[src/rtl/uart_pkg.sv]
// Shared UART definitions: receiver state encoding and frame constants,
// also intended for the companion transmitter.
package uart_pkg;

  localparam int unsigned UartDataBits  = 8;
  localparam logic        UartIdleLevel = 1'b1;

  typedef enum logic [2:0] {
    StIdle     = 3'd0,
    StStart    = 3'd1,
    StData     = 3'd2,
    StParity   = 3'd3,
    StStop     = 3'd4,
    StWaitIdle = 3'd5
  } uart_rx_state_e;

  // Even parity: the parity bit makes the total count of ones even.
  function automatic logic even_parity(input logic [UartDataBits-1:0] data);
    return ^data;
  endfunction

endpackage

[src/rtl/sync_2ff.sv]
// Two-flop synchronizer for a single asynchronous input bit.
module sync_2ff #(
  parameter logic RESET_VAL = 1'b0
) (
  input  logic clk_i,
  input  logic rst_ni,
  input  logic d_i,
  output logic q_o
);

  logic meta_q;
  logic sync_q;

  // NOTE: sequential state is only ever assigned with <=, so every flop
  // samples the pre-edge value of its neighbours and the chain cannot collapse.
  always_ff @(posedge clk_i) begin
    if (!rst_ni) begin
      meta_q <= RESET_VAL;
      sync_q <= RESET_VAL;
    end else begin
      meta_q <= d_i;
      sync_q <= meta_q;
    end
  end

  assign q_o = sync_q;

endmodule

[src/rtl/uart_rx.sv]
// UART receiver, 8N1 LSB first, centre-sampled from a down-counting baud timer.
// Define UART_RX_PARITY_EN to receive 8E1 frames with parity checking.
module uart_rx
  import uart_pkg::*;
#(
  parameter int unsigned TICKS_PER_BAUD = 104
) (
  input  logic                    clk_i,
  input  logic                    rst_ni,
  input  logic                    rx_i,
  output logic [UartDataBits-1:0] rx_data_o,
  output logic                    rx_valid_o,
  output logic                    rx_err_o
);

  localparam int unsigned CntW = $clog2(TICKS_PER_BAUD);
  localparam logic [CntW-1:0] CntHalf = CntW'(TICKS_PER_BAUD / 2 - 1);
  localparam logic [CntW-1:0] CntFull = CntW'(TICKS_PER_BAUD - 1);
  localparam logic [CntW-1:0] CntOne  = CntW'(1);
  localparam logic [2:0]      LastBit = 3'(UartDataBits - 1);

  uart_rx_state_e          state_q, state_d;
  logic [CntW-1:0]         cnt_q, cnt_d;
  logic [2:0]              bit_idx_q, bit_idx_d;
  logic [UartDataBits-1:0] shift_q, shift_d;
  logic [UartDataBits-1:0] data_q, data_d;
  logic                    valid_q, valid_d;
  logic                    err_q, err_d;
`ifdef UART_RX_PARITY_EN
  logic                    parity_q, parity_d;
`endif

  logic rx_s;
  logic expiry;

  sync_2ff #(
    .RESET_VAL(UartIdleLevel)
  ) u_sync (
    .clk_i (clk_i),
    .rst_ni(rst_ni),
    .d_i   (rx_i),
    .q_o   (rx_s)
  );

  assign expiry = (cnt_q == '0);

  always_comb begin
    // NOTE: every _d starts as its _q (pulses start low) so no branch can
    // leave a signal unassigned and infer a latch.
    state_d   = state_q;
    cnt_d     = cnt_q;
    bit_idx_d = bit_idx_q;
    shift_d   = shift_q;
    data_d    = data_q;
    valid_d   = 1'b0;
    err_d     = 1'b0;
`ifdef UART_RX_PARITY_EN
    parity_d  = parity_q;
`endif

    unique case (state_q)
      StIdle: begin
        if (rx_s == 1'b0) begin
          cnt_d   = CntHalf;
          state_d = StStart;
        end
      end

      StStart: begin
        if (!expiry) begin
          cnt_d = cnt_q - CntOne;
        end else if (rx_s == 1'b0) begin
          cnt_d     = CntFull;
          bit_idx_d = '0;
          state_d   = StData;
        end else begin
          state_d = StIdle;  // start bit vanished by its centre: a glitch
        end
      end

      StData: begin
        if (!expiry) begin
          cnt_d = cnt_q - CntOne;
        end else begin
          shift_d = {rx_s, shift_q[UartDataBits-1:1]};
          cnt_d   = CntFull;
          if (bit_idx_q == LastBit) begin
`ifdef UART_RX_PARITY_EN
            state_d = StParity;
`else
            state_d = StStop;
`endif
          end else begin
            bit_idx_d = bit_idx_q + 3'd1;
          end
        end
      end

`ifdef UART_RX_PARITY_EN
      StParity: begin
        if (!expiry) begin
          cnt_d = cnt_q - CntOne;
        end else begin
          parity_d = rx_s;
          cnt_d    = CntFull;
          state_d  = StStop;
        end
      end
`endif

      StStop: begin
        if (!expiry) begin
          cnt_d = cnt_q - CntOne;
        end else if (rx_s == UartIdleLevel) begin
          state_d = StIdle;
`ifdef UART_RX_PARITY_EN
          if (even_parity(shift_q) != parity_q) begin
            err_d = 1'b1;
          end else begin
            data_d  = shift_q;
            valid_d = 1'b1;
          end
`else
          data_d  = shift_q;
          valid_d = 1'b1;
`endif
        end else begin
          // Low stop bit: framing error; wait out a possible break.
          err_d   = 1'b1;
          state_d = StWaitIdle;
        end
      end

      StWaitIdle: begin
        if (rx_s == UartIdleLevel) begin
          state_d = StIdle;
        end
      end

      default: state_d = StIdle;
    endcase
  end

  always_ff @(posedge clk_i) begin
    if (!rst_ni) begin
      state_q   <= StIdle;
      cnt_q     <= '0;
      bit_idx_q <= '0;
      shift_q   <= '0;
      data_q    <= '0;
      valid_q   <= 1'b0;
      err_q     <= 1'b0;
`ifdef UART_RX_PARITY_EN
      parity_q  <= 1'b0;
`endif
    end else begin
      state_q   <= state_d;
      cnt_q     <= cnt_d;
      bit_idx_q <= bit_idx_d;
      shift_q   <= shift_d;
      data_q    <= data_d;
      valid_q   <= valid_d;
      err_q     <= err_d;
`ifdef UART_RX_PARITY_EN
      parity_q  <= parity_d;
`endif
    end
  end

  assign rx_data_o  = data_q;
  assign rx_valid_o = valid_q;
  assign rx_err_o   = err_q;

endmodule

[config.mk]
export PLATFORM = sky130hd
export DESIGN_NAME = uart_rx
export DESIGN_NICKNAME = d
export VERILOG_FILES = /design/src/rtl/uart_pkg.sv /design/src/rtl/sync_2ff.sv /design/src/rtl/uart_rx.sv
export SDC_FILE = /design/constraint.sdc
export NUM_CORES = 1
export LEC_CHECK = 0
export ABC_AREA = 1
export BUFFER_PORTS_ARGS = -buffer_cell sky130_fd_sc_hd__buf_2
export CAP_MARGIN = 25
export CELL_PAD_IN_SITES_DETAIL_PLACEMENT = 1
export CELL_PAD_IN_SITES_GLOBAL_PLACEMENT = 1
export CORE_AREA = 2 2 61 78
export DETAILED_ROUTE_END_ITERATION = 6
export DIE_AREA = 0 0 63 80
export GPL_TIMING_DRIVEN = 1
export PLACE_DENSITY = 0.73
export SYNTH_ARGS = -nofsm -noshare
export SYNTH_HDL_FRONTEND = slang
export SYNTH_HIERARCHICAL = 1
export SYNTH_SLANG_ARGS = --single-unit
[constraint.sdc]
create_clock -name clk_i -period 1.8 [get_ports clk_i]
set_input_delay 0.36 -clock clk_i [delete_from_list [all_inputs] [get_ports clk_i]]
set_output_delay 0.36 -clock clk_i [all_outputs]
set_load 0.02 [all_outputs]
; ---- After elaboration in Yosys (flattened, before gate mapping)
; Cells that the tools add are included.
[totals]
reg_bits = 33
inputBits = 3
[classes]
reduce_logical = 10
eq_ne = 15
mux = 22
add_sub_neg = 2
[ops]
columns = cell, count
row1 = $mux W7, 5
row2 = $mux W3, 11
row3 = $pmux W7 S4, 1
row4 = $ne A2 B2 Y1 const B, 8
row5 = $pmux W3 S5, 1
row6 = $eq A3 B3 Y1 const B, 3
row7 = $logic_not A7 Y1, 1
row8 = $sub A7 B1 Y7 const B, 1
row9 = $pmux W3 S2, 1
row10 = $reduce_and A3 Y1, 2
row11 = $reduce_and A6 Y1, 1
row12 = $reduce_and A5 Y1, 1
row13 = $reduce_and A4 Y1, 1
row14 = $reduce_bool A4 Y1, 1
row15 = $add A3 B1 Y3 const B, 1
row16 = $eq A3 B1 Y1 const B, 1
row17 = $eq A3 B2 Y1 const B, 1
row18 = $logic_not A3 Y1, 1
row19 = $ne A3 B3 Y1 const B, 1
row20 = $mux W1, 2
row21 = $mux W2, 1
row22 = $ne A2 B1 Y1 const B, 1
row23 = $reduce_and A2 Y1, 1
row24 = $reduce_bool A2 Y1, 1

; ---- Logic depth before layout (Yosys ltp)
; Gate-level depths: netlist (run 1).
[depth]
ltp_word = 4
depth_mapped = 10
ltp_nobuf = 10

; ---- Hierarchy
; The synthesis (run 1) kept the hierarchy.
[modules_own_cells]
columns = mod, instances, area_each_um2, cells_per_inst
row1 = uart_rx, 1, 1604.0, 216
row2 = sync_2ff, 1, 55.1, 6

; ---- Worst setup path before layout (run 1)
; OpenSTA, ideal clock, no wires.
[synth_path]
path_kind = register -> register
startpoint = register cnt_q[0]
endpoint = register shift_q[3]
slack_ns = 0.390
arrival_ns = 1.291
period_less_slack_ns = 1.410
setup_time_ns = 0.119
stages_incl_launch_ff = 9
path_buffers = 1
cell_sequence = dfxtp_1 inv_1 ha_1 nand2_1 nor2_8 nand3_2 buf_2 o21ai_0 a21oi_1
[synth_between]
elab_chain_cells = 2
[synth_lines]
columns = element, line
row1 = "start, declared", uart_rx.sv:23  ; logic [CntW-1:0] cnt_q, cnt_d;
row2 = "start signal, assigned", uart_rx.sv:158  ; cnt_q <= cnt_d;
row3 = $logic_not A7 Y1, uart_rx.sv:45  ; assign expiry = (cnt_q == '0);
row4 = $reduce_and A2 Y1 (no line), n/a
row5 = "end signal, assigned", uart_rx.sv:160  ; shift_q <= shift_d;
row6 = "end, declared", uart_rx.sv:25  ; logic [UartDataBits-1:0] shift_q, shift_d;
; No other way between the ends.
; A chain may end at the register's enable or synchronous reset.

; ---- Worst setup path in the final report (run 1)
[layout_path]
startpoint = register cnt_q[0]
endpoint = register data_q[0] (netlist: rx_data_o[0])
[layout_between]
elab_chain_cells = 2
[layout_lines]
columns = element, line
row1 = $logic_not A7 Y1, uart_rx.sv:45
row2 = $reduce_and A3 Y1 (no line), n/a
row3 = "end signal, assigned", uart_rx.sv:161  ; data_q <= data_d;
row4 = "end, declared", uart_rx.sv:26  ; logic [UartDataBits-1:0] data_q, data_d;
; No other way between the ends.

==> results of run 1 <==
==> worst min-delay path, delay by kind of cell <==
family / cells / cell delay [ns]
buffers and inverters: 2 / 0.10
AND/OR/NAND/NOR: 1 / 0.04
==> flip-flops by register name (all words and copies together), names as in the netlist <==
signal,cells
state_q,3
bit_idx_q,3
shift_q,8
rx_err_o,1
u_sync/q_o,1
rx_data_o,8
cnt_q,7
rx_valid_o,1
u_sync/meta_q,1
==> through the flow <==
stage	cells	power (W)	util	area (um2)	setup slack [ns]
after floorplan	222	0.00139	-	1660	0.390
after global placement	289	0.00150	0.411	1760	0.262
after detailed placement	289	0.00151	0.411	1760	0.185
after CTS	296	0.00210	0.432	1850	0.156
after global routing	296	0.00221	0.432	1850	0.0345
final	296	0.00207	0.432	1850	0.185
==> metal layers <==
metal	track usage	wire [um]
met1	0.180	1550
met2	0.314	1950
met3	0.0254	66
met4	0.0733	69
met5	0	0
==> logic make-up after synthesis <==
family / synth area share
DFF: 0.398
buffers and inverters: 0.0912
AOI/OAI and AO/OA: 0.132
xor gates and xnor gates: 0.0106
adders and majority gates: 0.0302
and+or+nand+nor: 0.338
==> worst paths after layout <==
path | start | end | slack (ns) | cells after the start
setup / recovery | cnt_q[0]$_SDFFE_PN0P_ | rx_data_o[0]$_SDFFE_PN0P_ | 0.19 | 9
hold / removal | rx_i | u_sync/meta_q$_SDFF_PN1_ | 0.24 | 3
setup reg to reg | cnt_q[0]$_SDFFE_PN0P_ | rx_data_o[0]$_SDFFE_PN0P_ | 0.19 | 9
hold reg to reg | u_sync/meta_q$_SDFF_PN1_ | u_sync/q_o$_SDFF_PN1_ | 0.41 | 2
==> final cells by class <==
cell class / count / area [um2] / share of cell area
inverters: 27 / 106 / 0.0574
clock inverters: 1 / 7.51 / 0.00405
clock buffers: 6 / 82.6 / 0.0446
flip-flops and latches: 33 / 661 / 0.357
repair buffers: 14 / 75.1 / 0.0405
well taps: 58 / 72.6 / 0.0392
multi-input cells: 157 / 847 / 0.457
==> cell usage in the layout (no fill, tap or decap), types with 3 or more instances in the layout <==
master and count:
nand2_1 47, dfxtp_1 33, nor2_1 26, inv_1 23, a21oi_1 21, nand3_1 14
o21ai_0 12, buf_2 12, nand2_2 7, clkbuf_8 6, nor2_4 4, ha_1 4
inv_2 3, nand3_2 3, o21ai_2 3
==> power by group through the flow <==
stage                     logic, W  clock network [W]  registers [W]
after global routing      0.000753           0.000620       0.000839
after floorplan           0.000552                  0       0.000836
final                     0.000656           0.000586       0.000830
after CTS                 0.000671           0.000601       0.000832
after global placement    0.000648                  0       0.000847
after detailed placement  0.000661                  0       0.000849
==> impl_metrics.yaml, run 1 <==
outcome:
  status: "complete, no violations"
floorplan:
  die_w_um: 63
  core-area_mm2: 0.00429
  start_util: 0.387
  std_cell_rows: 27
  die_y_um: 80
  num_io_pins: 13
  die_area_mm2: 0.00504
power:
  p_clk_frac: 0.283
  p_comb_frac: 0.317
  p_int_w: 0.00130
  p_leak_nw: 0.853
  p_sw_frac: 0.370
  switching_power_w: 0.000768
  p_per_area_mw_per_mm2: 1120
  pwr-share-seq: 0.401
  peakVddDrop_mv: 0.551
setup_path:
  critical-path-max-stage-delay_ns: 0.32
  worstSetupStartpointType: "flip-flop"
  worst_ep_arrival_time_ns: 1.80
  cp_max_fo: 15
  path_cells: "inv_1 > ha_1 > nand2_1 > nor2_8 > inv_6 > nor2_8 > inv_1 > nor2_1 > nor2_1"
  critPathCaptureType: "flip-flop"
  crit_buf_inv: 3
  crit_type: "flip-flop to flip-flop"
  cp_top_family: "simple AND/OR/NAND/NOR gates"
  cp_slowest_cell: "dfxtp_1"
  critPathRequiredTime_ns: 1.99
job:
  maxCapViolations: 0
yosys:
  netlist_instances: 222
  syn-num-nets: 229
  netlist_top_cells_count: "nand2_1, dfxtp_1, nor2_1"
  synth_area_leaders: "dfxtp_1, nand2_1, a21oi_1"
  synth.top_cell.area_share: 0.398
  yosysWarnings: 6
  synth_area_mm2: 0.00166
  netlist-cell-type-count: 29
  synth.most_common_cell: "nand2_1"
  synth-seq-cells: 33
  yosys.area.top_type: "dfxtp_1"
  async_reset_ff_frac: 0
  ys_seq_area_frac: 0.398
  ys.flop_type: "dfxtp_1"
  syn_avg_cell_area_um2: 7.47
  synth-edff-count: 0
drt:
  wl_per_cell_um: 12.3
  first_iter_violations: 24
  wl_mm: 3.64
  vias: 1406
  avgViaCountPerCell: 4.75
  drc: 0
  firstDrtPassIters: 4
  ant_nets: 0
clocking:
  cts_resized: 0
  cts_tree: "done"
  cts_setup_buffers: 0
  holdBufCountCts: 0
  clk_latency_ns: 0.29
  clk_pin_slew_worst_paths_ns: 0.08
  cts_buffer_depth: 2
  cts_num_sinks: 33
  cts_root_buf: "clkbuf_8"
  cts_buffers: 5
  htreeDepth: 2
placement:
  hpwl_mm: 2.69
  routabilityCongestion: 0.794
  io_buffers: 12
sta:
  hold_viol: 0
  whs_ns: 0.242
  fin_setup_tns_ns: 0
  relSlewSlack: 0.770
  drv_slew: 0
  setup_viol: 0
  period_minus_slack_ns: 1.61
  worstMarginPinSlew_ns: 0.345
  clock.fmax_mhz: 619
  final.setup_skew_ns: 0.0102
  rsz0062_at_grt: "no"
  period_share: 0.897
finish:
  n_fill_cell: 580
  drive_gt1_frac: 0.210
  diodes: 0
  nets: 245
  area_growth_pct: 11.6
global_route:
  grt_max_degree: 19
  grt_usage: 0.166
  grt_first_pass_wirelength_mm: 6.63
  antenna_found_initial: 0
  grt_overflow: 0
  grt_pass1_vias: 1464
min_path:
  min_path_type: "input port to flip-flop"
Note: power is estimated with default switching activity, not from simulation.
==> inputs of run 2 (changes only) <==
Settings changed: CELL_PAD_IN_SITES_DETAIL_PLACEMENT 1 to 0, CELL_PAD_IN_SITES_GLOBAL_PLACEMENT 1 to 2, CORE_AREA 2 2 61 78 to 2 2 66 84, DIE_AREA 0 0 63 80 to 0 0 68 86, PLACE_DENSITY 0.73 to 0.77, TNS_END_PERCENT set to 50.
==> run 2 against run 1 <==
  * Global-route usage shrank 3.5 points
  * Sequential power is essentially flat
  * Sequential share of layout area about the same
  * Wire length decreased by 9.0%
  * Critical endpoint unchanged
  * Largest power group unchanged
==> impl_metrics.yaml, run 2 (same netlist as run 1, synthesis figures left out) <==
finish:
  seqCellArea_um2: 661
  nets: 244
  n_fill_cell: 551
  finalInstanceArea_mm2: 0.00185
  multi_input_area_um2: 847
  area_growth_pct: 11.5
  drive_gt1_frac: 0.207
  layout_common_cells: "nand2_1, dfxtp_1, nor2_1, inv_1, a21oi_1"
  diodes: 0
  layout_commonest_cell: "nand2_1"
floorplan:
  num_io_pins: 13
  core-area_mm2: 0.00501
  die_y_um: 86
  die_area_mm2: 0.00585
  std_cell_rows: 29
  start_util: 0.331
  die_w_um: 68
setup_path:
  r2r_cells: 9
  r2r-start: "cnt_q[0]$_SDFFE_PN0P_"
  critPathCaptureType: "flip-flop"
  reg2reg_to: "rx_data_o[0]$_SDFFE_PN0P_"
  crit_type: "flip-flop to flip-flop"
  cp_max_fo: 15
  worst-r2r-setup-slack_ns: 0.21
  critPathRequiredTime_ns: 1.98
  worstSetupStartpointType: "flip-flop"
  worst_ep_arrival_time_ns: 1.77
drt:
  wl_per_cell_um: 11.1
  first_iter_violations: 30
  firstDrtPassIters: 4
  avgViaCountPerCell: 4.56
  wl_mm: 3.31
  vias: 1363
  ant_nets: 0
  drc: 0
min_path:
  worstHoldPathCells: 3
  min_path_type: "input port to flip-flop"
  worstHoldEndpoint: "u_sync/meta_q$_SDFF_PN1_"
  holdCritStartpoint: "rx_i"
sta:
  clock.fmax_mhz: 630
  drv_slew: 0
  fin_ws_ns: 0.213
  final.setup_skew_ns: 0.00255
  hold_viol: 0
  whs_ns: 0.247
  fin_setup_tns_ns: 0
  setup_viol: 0
  period_share: 0.881
  worstMarginPinSlew_ns: 0.502
  period_minus_slack_ns: 1.59
  rsz0062_at_grt: "no"
  relSlewSlack: 0.663
clocking:
  htreeDepth: 2
  clk_latency_ns: 0.28
  cts_root_buf: "clkbuf_8"
  cts_tree: "done"
  cts_buffer_depth: 2
  cts_setup_buffers: 0
  clk_pin_slew_worst_paths_ns: 0.07
  cts_buffers: 5
  holdBufCountCts: 0
  cts_resized: 0
  cts_num_sinks: 33
global_route:
  grt_usage: 0.131
  grt_pass1_vias: 1275
  grt_max_degree: 19
  grt_first_pass_wirelength_mm: 5.73
  antenna_found_initial: 0
  grt_overflow: 0
power:
  p_per_area_mw_per_mm2: 1100
  p_clk_frac: 0.283
  p_total_w: 0.00203
  switching_power_w: 0.000743
  p_sw_frac: 0.365
  peakVddDrop_mv: 0.526
  p_leak_nw: 0.848
  p_int_w: 0.00129
  p_comb_frac: 0.309
  pwr-share-seq: 0.408
placement:
  hpwl_mm: 2.47
  place_area_mm2: 0.00176
  io_buffers: 12
  dp_slack_ns: 0.193
  routabilityCongestion: 0.766
outcome:
  status: "complete, no violations"
job:
  maxCapViolations: 0
==> run 2: cell count changes in the layout (fill, tap and decap cells not counted), sizes merged <==
cell  before  now
buf       14   13
==> run 2: through the flow <==
stage,utilization,instances
2_1_floorplan,-,222
3_3_place_gp,0.351,292
3_5_place_dp,0.351,292
4_1_cts,0.369,299
5_1_grt,0.369,299
6_report,0.369,299
==> run 2: metal layers <==
layer	vias to the layer above	share of wire	routed length [um]	global-route usage
met5	-	0	0	0
met2	17	0.51	1690	0.219
met3	4	0.023	77	0.0315
li1	736	-	-	-
met1	606	0.45	1500	0.154
met4	0	0.013	43	0.0600
==> run 2: final cells by class <==
cell class / instances / area share
Clock buffer: 6 / 0.0447
Clock inverter: 1 / 0.00406
Inverter: 27 / 0.0575
Multi-Input combinational cell: 157 / 0.458
Sequential cell: 33 / 0.357
Tap cell: 62 / 0.0419
Timing Repair Buffer: 13 / 0.0365
==> run 2: power by group through the flow <==
stage | Clock [W] | Sequential (W) | Combinational, W
after global routing | 0.000632 | 0.000841 | 0.000720
after floorplan | 0 | 0.000836 | 0.000552
after CTS | 0.000600 | 0.000832 | 0.000638
final | 0.000576 | 0.000831 | 0.000628
after global placement | 0 | 0.000850 | 0.000647
after detailed placement | 0 | 0.000849 | 0.000635
==> run 2: worst max-delay path, stage by stage (launching register included) <==
cell and delay [ns]:
dfxtp_1 0.32, inv_1 0.12, ha_1 0.17, nand2_1 0.12, nor2_8 0.21, inv_6 0.07, nor2_8 0.21, inv_1 0.10
nor2_1 0.11, nor2_1 0.05
==> run 2: worst max-delay path by stage <==
stage,start,end,depth (start not counted)
after floorplan,cnt_q[0]$_SDFFE_PN0P_,shift_q[3]$_SDFFE_PN0P_,8
after global placement,cnt_q[0]$_SDFFE_PN0P_,rx_data_o[0]$_SDFFE_PN0P_,9
after detailed placement,cnt_q[0]$_SDFFE_PN0P_,rx_data_o[0]$_SDFFE_PN0P_,9
after CTS,cnt_q[0]$_SDFFE_PN0P_,rx_data_o[0]$_SDFFE_PN0P_,9
after global routing,cnt_q[0]$_SDFFE_PN0P_,rx_data_o[0]$_SDFFE_PN0P_,9
final,cnt_q[0]$_SDFFE_PN0P_,rx_data_o[0]$_SDFFE_PN0P_,9
